===== src/rtl/csr_intr_unit.sv =====
// Machine-mode CSR file and external interrupt front end: synchronizes intr, latches edges
// as pending, and holds mstatus/mtvec/mepc. Optional mcause register under `ifdef CSR_MCAUSE_EN.
module csr_intr_unit (
  input  logic        clk,
  input  logic        rst_n,
  input  logic        intr,
  input  logic        csr_we,
  input  logic [11:0] csr_addr,
  input  logic [31:0] csr_wd,
  input  logic [31:0] pc,
  input  logic        int_taken,
  input  logic        mret_exec,
  output logic        intr_req,
  output logic [31:0] csr_rd,
  output logic [31:0] mtvec,
  output logic [31:0] mepc,
  output logic        mie
);

  localparam logic [11:0] ADDR_MSTATUS = 12'h300;
  localparam logic [11:0] ADDR_MTVEC   = 12'h305;
  localparam logic [11:0] ADDR_MEPC    = 12'h341;
  localparam logic [11:0] ADDR_MCAUSE  = 12'h342;
  localparam logic [31:0] ALIGN_MASK   = 32'hFFFF_FFFC;

  logic        sync_q1, sync_q2, sync_q3;
  logic [1:0]  warm;
  logic        armed;
  logic        intr_edge;
  logic        pending;
  logic        mie_q, mpie_q;
  logic [31:0] mtvec_q, mepc_q;

  logic we_mstatus, we_mtvec, we_mepc;
  assign we_mstatus = csr_we && (csr_addr == ADDR_MSTATUS);
  assign we_mtvec   = csr_we && (csr_addr == ADDR_MTVEC);
  assign we_mepc    = csr_we && (csr_addr == ADDR_MEPC);

  // Edges are only trusted once sync_q2 carries a real sample of intr and has been seen
  // low; otherwise a line already high at reset release would look like a fresh edge.
  assign intr_edge = armed & sync_q2 & ~sync_q3;

  // NOTE: sequential state uses non-blocking assignments so every flop samples pre-edge values.
  always_ff @(posedge clk or negedge rst_n) begin
    if (!rst_n) begin
      sync_q1  <= 1'b0;
      sync_q2  <= 1'b0;
      sync_q3  <= 1'b0;
      warm     <= 2'b00;
      armed    <= 1'b0;
      pending  <= 1'b0;
      intr_req <= 1'b0;
    end else begin
      sync_q1  <= intr;
      sync_q2  <= sync_q1;
      sync_q3  <= sync_q2;
      warm     <= {warm[0], 1'b1};
      armed    <= armed | (warm[1] & ~sync_q2);
      pending  <= intr_edge | (pending & ~int_taken);
      intr_req <= pending & mie_q;
    end
  end

  // Trap entry outranks mret, which outranks a CSR write, per register touched.
  always_ff @(posedge clk or negedge rst_n) begin
    if (!rst_n) begin
      mie_q   <= 1'b0;
      mpie_q  <= 1'b0;
      mtvec_q <= '0;
      mepc_q  <= '0;
    end else begin
      if (int_taken) begin
        mpie_q <= mie_q;
        mie_q  <= 1'b0;
      end else if (mret_exec) begin
        mie_q  <= mpie_q;
        mpie_q <= 1'b1;
      end else if (we_mstatus) begin
        mie_q  <= csr_wd[3];
        mpie_q <= csr_wd[7];
      end

      if (int_taken)
        mepc_q <= pc & ALIGN_MASK;
      else if (we_mepc)
        mepc_q <= csr_wd & ALIGN_MASK;

      if (we_mtvec)
        mtvec_q <= csr_wd & ALIGN_MASK;
    end
  end

`ifdef CSR_MCAUSE_EN
  logic [31:0] mcause_q;

  always_ff @(posedge clk or negedge rst_n) begin
    if (!rst_n)
      mcause_q <= '0;
    else if (int_taken)
      mcause_q <= 32'h8000_000B;
    else if (csr_we && (csr_addr == ADDR_MCAUSE))
      mcause_q <= csr_wd;
  end
`endif

  // NOTE: default assigned first so the read mux can never infer a latch.
  always_comb begin
    csr_rd = '0;
    case (csr_addr)
      ADDR_MSTATUS: csr_rd = {24'b0, mpie_q, 3'b000, mie_q, 3'b000};
      ADDR_MTVEC:   csr_rd = mtvec_q;
      ADDR_MEPC:    csr_rd = mepc_q;
`ifdef CSR_MCAUSE_EN
      ADDR_MCAUSE:  csr_rd = mcause_q;
`endif
      default:      csr_rd = '0;
    endcase
  end

  assign mtvec = mtvec_q;
  assign mepc  = mepc_q;
  assign mie   = mie_q;

endmodule


===== config.mk =====
export PLATFORM = sky130hd
export DESIGN_NAME = csr_intr_unit
export DESIGN_NICKNAME = d
export VERILOG_FILES = /design/src/rtl/csr_intr_unit.sv
export SDC_FILE = /design/constraint.sdc
export NUM_CORES = 1
export LEC_CHECK = 0
export CAP_MARGIN = 20
export CORE_ASPECT_RATIO = 0.75
export CORE_UTILIZATION = 39
export DETAILED_ROUTE_END_ITERATION = 8
export HOLD_SLACK_MARGIN = 0.05
export PLACE_DENSITY_LB_ADDON = 0.3
export SLEW_MARGIN = 20
export SYNTH_ARGS = -nofsm -noshare
export SYNTH_HDL_FRONTEND = slang
export SYNTH_SLANG_ARGS = --single-unit

===== constraint.sdc =====
create_clock -name clk -period 2.75 [get_ports clk]
set_clock_uncertainty 0.1 [all_clocks]
set_input_delay 0.4125 -clock clk [delete_from_list [all_inputs] [get_ports clk]]
set_output_delay 0.4125 -clock clk [all_outputs]
set_load 0.005 [all_outputs]

== Yosys cells after proc, flatten, opt, wreduce, memory -nomap -nowiden ==
Index checks and enable logic that the tools add are counted.
Storage, ports and cells
  register bits: 72
  bits of input ports: 82
  output and inout bits: 98
  word-level logic and storage cells: 38
Operators by class
  eq/ne operators: 3
  multiplexer cells: 9
  bitwise gates (word level): 10
  reduce and logical (&&, ||, !) cells: 5
Operator list (count)
  32-bit case mux with 3 select lines: 1
  32-bit two-way mux: 2
  12-bit by 10-bit == test with 1-bit output (second input constant): 3
  1-bit two-way mux: 6
  1-bit bitwise AND: 5
  1-bit logical AND: 3
  1-bit inverter: 3
  3-bit nonzero test: 1
  1-bit OR: 2
  2-bit nonzero test: 1

== Depth between registers and ports, before layout ==
  word-level depth: 5
  depth in mapped cells: 6
  gate-level depth less buffers: 4

== Worst setup path before layout ==
Ideal clock, no wire load.
  path kind: input port to output port
  start point: input csr_addr[3]
  end point: output csr_rd[16]
  arrival time: 2.032 ns
  data required time: 2.237 ns
  slack: 0.206 ns
  stages on the path: 5
  path buffers: 1
  cells stage by stage: or4_1 > or2_4 > nor4b_4 > buf_6 > a22o_1
Between the ends
  word-level cells in the longest chain between the ends: 2
  elaborated cells on any way between the ends: 4
  those cells by class: eq/ne (3); mux (1)
RTL lines
  from (decl): line 8  | input logic [11:0] csr_addr,
  12-bit by 10-bit == test with 1-bit output: line 109  | case (csr_addr)
  32-bit case mux with 3 select lines (*): line 109
  to (decl): line 14  | output logic [31:0] csr_rd,
Mark *: on every way between the ends. The rest lies on a longest branch, timed or not.

== Final worst setup path ==
  start point: input csr_addr[4]
  end point: output csr_rd[16]
Same word-level chain as after synthesis.

==> flow_summary.ini <==
[clock_tree]
cts_tree = built
numCtsBuffers = 9
cts.path.max_buffers = 2
htreeDepth = 3
clk_pin_slew_ps = 70
clock-sinks = 70
root_buffer = clkbuf_8
clkLatencyLatePin_ps = 330

[synthesis]
ys_warn_count = 0
ys.flop_type = dfrtp_1
synthArstFlopShare_pct = 100
postSynthAreaPerCell_um2 = 13.0
synth_edf_count = 0
synth_cell_types = 31
synth_top_area_share_pct = 53.5
ys_ff_latch = 70
yosys.area.top_type = dfrtp_1
yosysSeqAreaShare_pct = 53.5
ys_top_cells_by_area = dfrtp_1 (54%), mux2_2 (11%), o221a_2 (10%)
syn_inst = 251
syn-cell-area_um2 = 3270

[setup_path]
critPathMaxFanout = 5
cp_data_required_time_ps = 2240
crit_arrival_ps = 2250
cp-start-kind = input pin
end_kind = output pin
critical_path_class = in -> out

[final_layout]
mostFrequentLayoutCells = clkdlybuf4s50_1 (135), dfrtp_1 (70), mux2_2 (32)
fill_cells = 637
multi_input_area_um2 = 1410
drive_gt1_share_pct = 32.4
seq_area_um2 = 1750
syn_to_final_growth_pct = 63.9
final_common_cell = clkdlybuf4s50_1
nets = 524
num_antenna_cells = 0

[power_and_ir_drop]
p_sw_w = 0.000532
intPower_w = 0.00166
p_leak_nw = 2.39
p_per_area_nw_per_um2 = 409
power_frac_clock_pct = 32.4
peakVddDrop_mv = 0.235
total_power_w = 0.00219
power_frac_comb_pct = 16.3
seqPwrFrac_pct = 51.2
p_sw_share_pct = 24.2

[floorplan]
start_util_pct = 40.8
core-area_um2 = 8020
dieWidth_um = 108
die_area_um2 = 8760
num_rows = 28
io_pins = 180
die_y_um = 81.3

[grt]
first_global_vias = 2986
grt_overflow = 0
grt_first_pass_wirelength_um = 15800
grt.busiest_layer = met2
use_met2_pct = 42.7
grtUsageTotal_pct = 24.3
use_met3_pct = 5.78
antenna_found_initial = 0
use_met1_pct = 30.1
grt_max_degree = 41

[outcome]
violations = setup timing
status = complete, but fails checks

[detailed_routing]
drt_iter0_drc = 153
wl_per_cell_um = 18.8
dr.pass1.iters = 4
drtAntennaViolNets = 0
viasPerCell = 5.31
vias = 2920
drc = 0
wl_um = 10300

[worst_hold_path]
hold_path.class = reg -> reg

[timing]
relSlewSlack_pct = 52.3
fin_crit_ps = 2760
fin_ws_ps = -13.8
final-hold-violation-count = 0
fmax_ghz = 0.362
rsz0062_at_grt = true
worst_pin_slew_ps = 716
timing.hold.ws_ps = 250
drv_slew = 0
setup_violations = 2
fin_crit_sh_pct = 101

[placement]
gp_congestion = 0.768
place.port_buffers = 169
hpwl_um = 7120

[flow_run]
drv_cap = 0
-- registers in the layout, indices dropped and copies added, names as in the netlist --
name      flops
armed         1
pending       1
mie           1
intr_req      1
warm          2
mepc         30
mtvec        30
mpie_q        1
sync_q3       1
sync_q2       1
sync_q1       1
-- stage by stage --
step,std cells,cell area (um^2),utilization (%),TNS [ps],worst slack [ps]
6_report,550,5360,66.8,-19.5,-13.8
5_1_grt,550,5360,66.8,-611,-61.3
4_1_cts,551,5390,67.2,0,3.04
3_5_place_dp,526,5170,64.4,-17660,-654
3_3_place_gp,526,5170,64.4,-17030,-595
2_1_floorplan,256,3290,-,0,206
-- layout make-up --
type / count / area share [%]
Timing Repair Buffer: 199 / 35.5
Sequential cell: 70 / 32.7
Multi-Input combinational cell: 160 / 26.2
Clock buffer: 10 / 2.57
Tap cell: 105 / 2.45
Clock inverter: 4 / 0.467
Inverter: 2 / 0.140
-- timing repair --
item,in CTS,in global routing
gates resized for setup,123,9
hold buffers,1,0
pin swaps,10,16
setup endpoints to repair,30,30
cloned,3,0
endpoints found under the hold margin,30,0
setup buffers,7,1
-- layer usage --
metal	routed length, um	vias up	share of wire (%)
li1	-	1328	-
met1	4540	1453	44
met2	4970	130	48
met3	714	9	6.9
met4	91	0	0.88
met5	0	-	0
-- Yosys cell counts (all sizes together), types with 2 or more instances --
cell type  count
o221a         30
a2bb2oi        2
nor4b          2
nand4          2
inv            2
nor2           5
conb           2
clkbuf         7
nor2b          4
mux2          32
a22o          28
a22oi          2
nand2          4
nand2b        30
buf           17
dfrtp         70
-- power groups by stage --
stage / sequential (W) / clock (W) / combinational [W]
detailed placement: 0.00114 / 0 / 0.000359
finish: 0.00112 / 0.000712 / 0.000359
floorplan: 0.00114 / 0 / 0.000103
CTS: 0.00112 / 0.000730 / 0.000360
global placement: 0.00114 / 0 / 0.000350
global route: 0.00113 / 0.000767 / 0.000387
-- critical path, cell delays in order --
cell and delay, ps:
buf_6 90, or4_4 530, or2_4 260, nor4b_4 310, buf_6 160, buf_12 100
buf_16 110, a22o_1 150, buf_2 120
-- final timing paths --
path | from | to | slack (ps) | cells past startpoint
worst min register to register | warm[0] | warm[1] | 250 | 0
worst max-delay path | csr_addr[4] | csr_rd[16] | -10 | 9
max in group asynchronous | rst_n | mepc[24] | 1330 | 3
worst max register to register | mpie_q | mie | 1670 | 3
worst min-delay path | warm[0] | warm[1] | 250 | 0
min in group asynchronous | rst_n | sync_q1 | 570 | 2
-- kinds of logic after synthesis --
family	after synthesis	synth area share, %
buf+inv	26	4.47
compound gates	67	20.0
flops	70	53.5
mux	33	11.3
other cells	2	0.230
simple gates	53	10.4
Power figures use the tool's default switching activity.
==> variant 1, RTL diff (config.mk and constraints unchanged) <==
Add a define of `CSR_MCAUSE_EN`.
--- a/src/rtl/csr_intr_unit.sv
+++ b/src/rtl/csr_intr_unit.sv
@@ -2,2 +2,4 @@
 // as pending, and holds mstatus/mtvec/mepc. Optional mcause register under `ifdef CSR_MCAUSE_EN.
+`define CSR_MCAUSE_EN
+
 module csr_intr_unit (
Function: changed (Yosys sat finds a counterexample within 4 cycles, from zero or initial values and one cycle with rst_n low).
==> variant 1 against the original RTL <==
  * Wire length is 39% higher
  * Critical endpoint is now csr_rd[2]
  * Sequential power is 42% higher
  * Highest routed layer unchanged
  * Synthesized cell count is 65% higher
  * Sequential share of layout area is 1.9 points higher
  * Power is 52% higher
  * Critical path type unchanged
  * Final area is 38% higher
  * Sequential cell count is 32 higher
  * Via count is 40% higher
  * Register-to-register slack better by 150 ps
  * Global-route usage is 0.50 points lower
  * Final cell count is 42% higher
  * Area after synthesis is 47% higher
  * Worst setup slack better by 91 ps
==> variant 1: results (changes against the original RTL) <==
\begin{tabular}{lr}
\hline
Metric & Value \\
\hline
\multicolumn{2}{l}{\textbf{Global route}} \\
\quad Met1 track demand over resource & 0.3034 (was 0.3014) \\
\quad Overall track demand over capacity in global routing & 0.2376 (was 0.2427) \\
\quad Met3 global-route usage & 0.06795 (was 0.05778) \\
\multicolumn{2}{l}{\textbf{Layout}} \\
\quad Multi-input gate share of total cell area & 0.2899 (was 0.2625) \\
\quad Buffers excl. clock & 220 (was 199) \\
\quad Seq cells & 102 (was 70) \\
\quad ClkCell Share & 0.04384 (was 0.03033) \\
\quad Multi-input gates & 279 (was 160) \\
\quad Fill cells & 957 (was 637) \\
\quad Inverters excl. clock & 4 (was 2) \\
\quad Growth of design area from synthesis to finish & 54.09\% (was 63.90\%) \\
\multicolumn{2}{l}{\textbf{Synthesis}} \\
\quad Count of different cell masters after synthesis & 32 (was 31) \\
\quad Leading cell types by total area after synthesis & dfrtp\_1, mux2i\_1, mux2\_2, a22o\_1, nor2\_1 (was dfrtp\_1, mux2\_2, o221a\_2, a22o\_1, nand2b\_1) \\
\quad Commonest cells post-synth & dfrtp\_1, mux2i\_1, nor2\_1, a21oi\_1 (was dfrtp\_1, mux2\_2, nand2b\_1, o221a\_2, a22o\_1) \\
\quad Seq/Total Area, Yosys & 0.5321 (was 0.5354) \\
\multicolumn{2}{l}{\textbf{Routing}} \\
\quad Initial DRC Count & 211 (was 153) \\
\quad Via density per instance & 5.220 (was 5.309) \\
\quad Number of vias in the routed layout & 4,082 (was 2,920) \\
\quad Met1 WL & 6143 µm (was 4540 µm) \\
\quad Average wire per standard cell & 18.34 µm (was 18.76 µm) \\
\quad Met3 routed WL & 1135 µm (was 714 µm) \\
\multicolumn{2}{l}{\textbf{Placed design}} \\
\quad DPL Wire Length & 9207 µm (was 7121 µm) \\
\quad Quantity of I/O buffers inserted on ports & 173 (was 169) \\
\quad Post-Place Worst Slack & -366.1 ps (was -654.3 ps) \\
\quad Dpl cells & 743 (was 526) \\
\multicolumn{2}{l}{\textbf{Timing}} \\
\quad Fin Hold WS & 249.5 ps (was 250.5 ps) \\
\quad Worst slew margin relative to its limit & 0.6654 (was 0.5227) \\
\multicolumn{2}{l}{\textbf{Critical path}} \\
\quad Launch point of the critical path & csr\_addr[8] (was csr\_addr[4]) \\
\quad Delay of the slowest cell on the worst path & 230 ps (was 530 ps) \\
\quad Beginning of the worst register-to-register path & mie\$\_DFFE\_PN0P\_ (was mpie\_q\$\_DFFE\_PN0P\_) \\
\quad Cell type group with the largest total delay on the critical path & buffers and inverters (was simple AND/OR/NAND/NOR gates) \\
\quad Worst setup slack for register-to-register paths & 1820 ps (was 1670 ps) \\
\quad Arr. time, crit path & 2160 ps (was 2250 ps) \\
\quad Depth of the worst register-to-register path & 2 (was 3) \\
\multicolumn{2}{l}{\textbf{Power and ir drop}} \\
\quad Static leakage & 0.004033 µW (was 0.002393 µW) \\
\multicolumn{2}{l}{\textbf{Status}} \\
\quad Result of the run & completed (was finished, violations left) \\
\hline
\end{tabular}
-- variant 1: cell count changes after synthesis, sizes merged, moves of 3 or more --
cell	delta
a21o	+28
a21oi	+30
and2	+3
clkbuf	+10
dfrtp	+32
mux2	-3
mux2i	+62
nand2	+3
nand2b	-30
nor2	+56
nor2b	-4
nor4	+3
o221a	-30
-- variant 1: where the power goes --
group | total (µW) | internal (µW) | switching [µW]
clock | 1360 | 842 | 522
sequential | 1590 | 1550 | 39.5
combinational | 382 | 224 | 158
-- variant 1: repair_timing --
item | CTS | global route
hold buffers | 1 | 0
endpoints found under the setup margin | 32 | 24
pin swaps | 11 | 6
gates cloned | 3 | 0
endpoints found under the hold margin | 37 | 0
buffers inserted | 15 | 5
gates resized for setup | 92 | 33
-- variant 1: kinds of logic after synthesis --
kind of cell,count (synthesis),synth area share
AND/OR/NAND/NOR,86,0.08711
buffers and inverters,37,0.03730
other,2,0.001566
multiplexers,92,0.1995
flip-flops,102,0.5321
AO/OA/AOI/OAI,96,0.1424
==> variant 2, RTL diff (same settings) <==
Made on the original files. Add an input register stage for `intr`, `pc` and `mret_exec`, cleared by the reset; this delays them by one clock. The other inputs are not delayed to match.
--- a/src/rtl/csr_intr_unit.sv
+++ b/src/rtl/csr_intr_unit.sv
@@ -24,2 +24,18 @@
   localparam logic [31:0] ALIGN_MASK   = 32'hFFFF_FFFC;
+
+  logic intr_q;
+  logic [31:0] pc_q;
+  logic mret_exec_q;
+
+  always_ff @(posedge clk or negedge rst_n) begin
+    if (!rst_n) begin
+      intr_q      <= '0;
+      pc_q        <= '0;
+      mret_exec_q <= '0;
+    end else begin
+      intr_q      <= intr;
+      pc_q        <= pc;
+      mret_exec_q <= mret_exec;
+    end
+  end
 
@@ -53,3 +69,3 @@
     end else begin
-      sync_q1  <= intr;
+      sync_q1  <= intr_q;
       sync_q2  <= sync_q1;
@@ -74,3 +90,3 @@
         mie_q  <= 1'b0;
-      end else if (mret_exec) begin
+      end else if (mret_exec_q) begin
         mie_q  <= mpie_q;
@@ -83,3 +99,3 @@
       if (int_taken)
-        mepc_q <= pc & ALIGN_MASK;
+        mepc_q <= pc_q & ALIGN_MASK;
       else if (we_mepc)
Check against the original RTL: not equivalent (a bounded check fails within 4 cycles, from zero or initial values and one cycle with rst_n low).
==> variant 2 against the original RTL <==
  * The run still ends with setup timing left
  * Synthesized cell count up 13%
  * Power up 49%
  * Combinational power up 3%
  * Register-to-register slack worse by 170 ps
  * Sequential cell count up 32
  * First-iteration DRC count down 9.2%
  * Area after synthesis up 24%
  * Wire length up 11%
  * Worst setup slack worse by 17 ps
  * Final area up 21%
==> variant 2: results (changes against the original RTL) <==
\begin{tabular}{lr}
\hline
Metric & Value \\
\hline
\multicolumn{2}{l}{\textbf{Status}} \\
\quad Result of the run & finished, violations left (unchanged) \\
\quad Violations in the final reports & setup timing (unchanged) \\
\multicolumn{2}{l}{\textbf{Timing}} \\
\quad Worst-case setup margin in the final layout & -30.75 ps (was -13.79 ps) \\
\quad Slew @ Worst Pin & 670.5 ps (was 716.0 ps) \\
\quad Endpoints failing setup & 3 (was 2) \\
\quad Fin Hold WS & 257.0 ps (was 250.5 ps) \\
\multicolumn{2}{l}{\textbf{Routing}} \\
\quad Met3 routed WL & 878 µm (was 714 µm) \\
\quad Met1 WL & 5001 µm (was 4540 µm) \\
\quad Length of routed met2 wiring & 5449 µm (was 4971 µm) \\
\quad DRT Wirelength & 11,460 µm (was 10,320 µm) \\
\quad Via density per instance & 5.122 (was 5.309) \\
\multicolumn{2}{l}{\textbf{Layout}} \\
\quad Ratio of cells with drive above 1 in the final layout & 0.3083 (was 0.3236) \\
\multicolumn{2}{l}{\textbf{Global route}} \\
\quad Pin count of the biggest net entering global routing & 55 (was 41) \\
\quad Met3 global-route usage & 0.06439 (was 0.05778) \\
\quad Vias in the first global route & 3,344 (was 2,986) \\
\quad Overall track demand over capacity in global routing & 0.2175 (was 0.2427) \\
\multicolumn{2}{l}{\textbf{Placed design}} \\
\quad Post-Place Worst Slack & -640.6 ps (was -654.3 ps) \\
\quad Routability-driven placement congestion ratio & 0.7929 (was 0.7680) \\
\quad Dpl cells & 590 (was 526) \\
\quad DPL Wire Length & 7880 µm (was 7121 µm) \\
\multicolumn{2}{l}{\textbf{Clocking}} \\
\quad Setup fix buffers added after clock tree synthesis & 16 (was 7) \\
\quad Clk root buf & clkbuf\_16 (was clkbuf\_8) \\
\multicolumn{2}{l}{\textbf{Critical path}} \\
\quad R2R Path End & mpie\_q\$\_DFFE\_PN0P\_ (was mie\$\_DFFE\_PN0P\_) \\
\quad Worst setup slack for register-to-register paths & 1500 ps (was 1670 ps) \\
\quad Launch point of the critical path & csr\_addr[7] (was csr\_addr[4]) \\
\multicolumn{2}{l}{\textbf{Power and ir drop}} \\
\quad Power density normalized to cell area & 506.4 nW/µm² (was 409.2 nW/µm²) \\
\quad Combinational share of power & 0.113 (was 0.163) \\
\quad Static leakage & 0.002919 µW (was 0.002393 µW) \\
\multicolumn{2}{l}{\textbf{Synthesis}} \\
\quad Commonest cells post-synth & dfrtp\_1, mux2\_2, nand2b\_1, o221a\_2, a22o\_1 (unchanged) \\
\quad Leading cell types by total area after synthesis & dfrtp\_1, mux2\_2, o221a\_2, a22o\_1, nand2b\_1 (unchanged) \\
\hline
\end{tabular}
[variant 2: changes by cell type in the layout (fill, tap and decap cells not counted), sizes merged, moves of 2 or more]
cell | before | now
dfrtp | 70 | 102
dlygate4sd2 | 0 | 9
clkdlybuf4s15 | 1 | 4
clkinvlp | 2 | 0
clkdlybuf4s50 | 135 | 132
clkbuf | 12 | 17
clkinv | 2 | 4
[variant 2: kinds of logic after synthesis]
| family | Yosys count | synth area share |
|---|---|---|
| AOI/OAI and AO/OA | 67 | 0.1610 |
| buffers and inverters | 26 | 0.03594 |
| DFF | 102 | 0.6267 |
| muxes | 33 | 0.09094 |
| other | 2 | 0.001844 |
| and+or+nand+nor | 53 | 0.08356 |
[variant 2: cell type report]
| class | count | area, µm² |
|---|---|---|
| flip-flops and latches | 102 | 2552 |
| well taps | 132 | 165.2 |
| multi-input cells | 160 | 1430 |
| fillers | 763 | 3423 |
| clock buffers | 11 | 252.7 |
| clock inverters | 5 | 57.56 |
| repair buffers | 213 | 2002 |
| inverters | 2 | 7.507 |
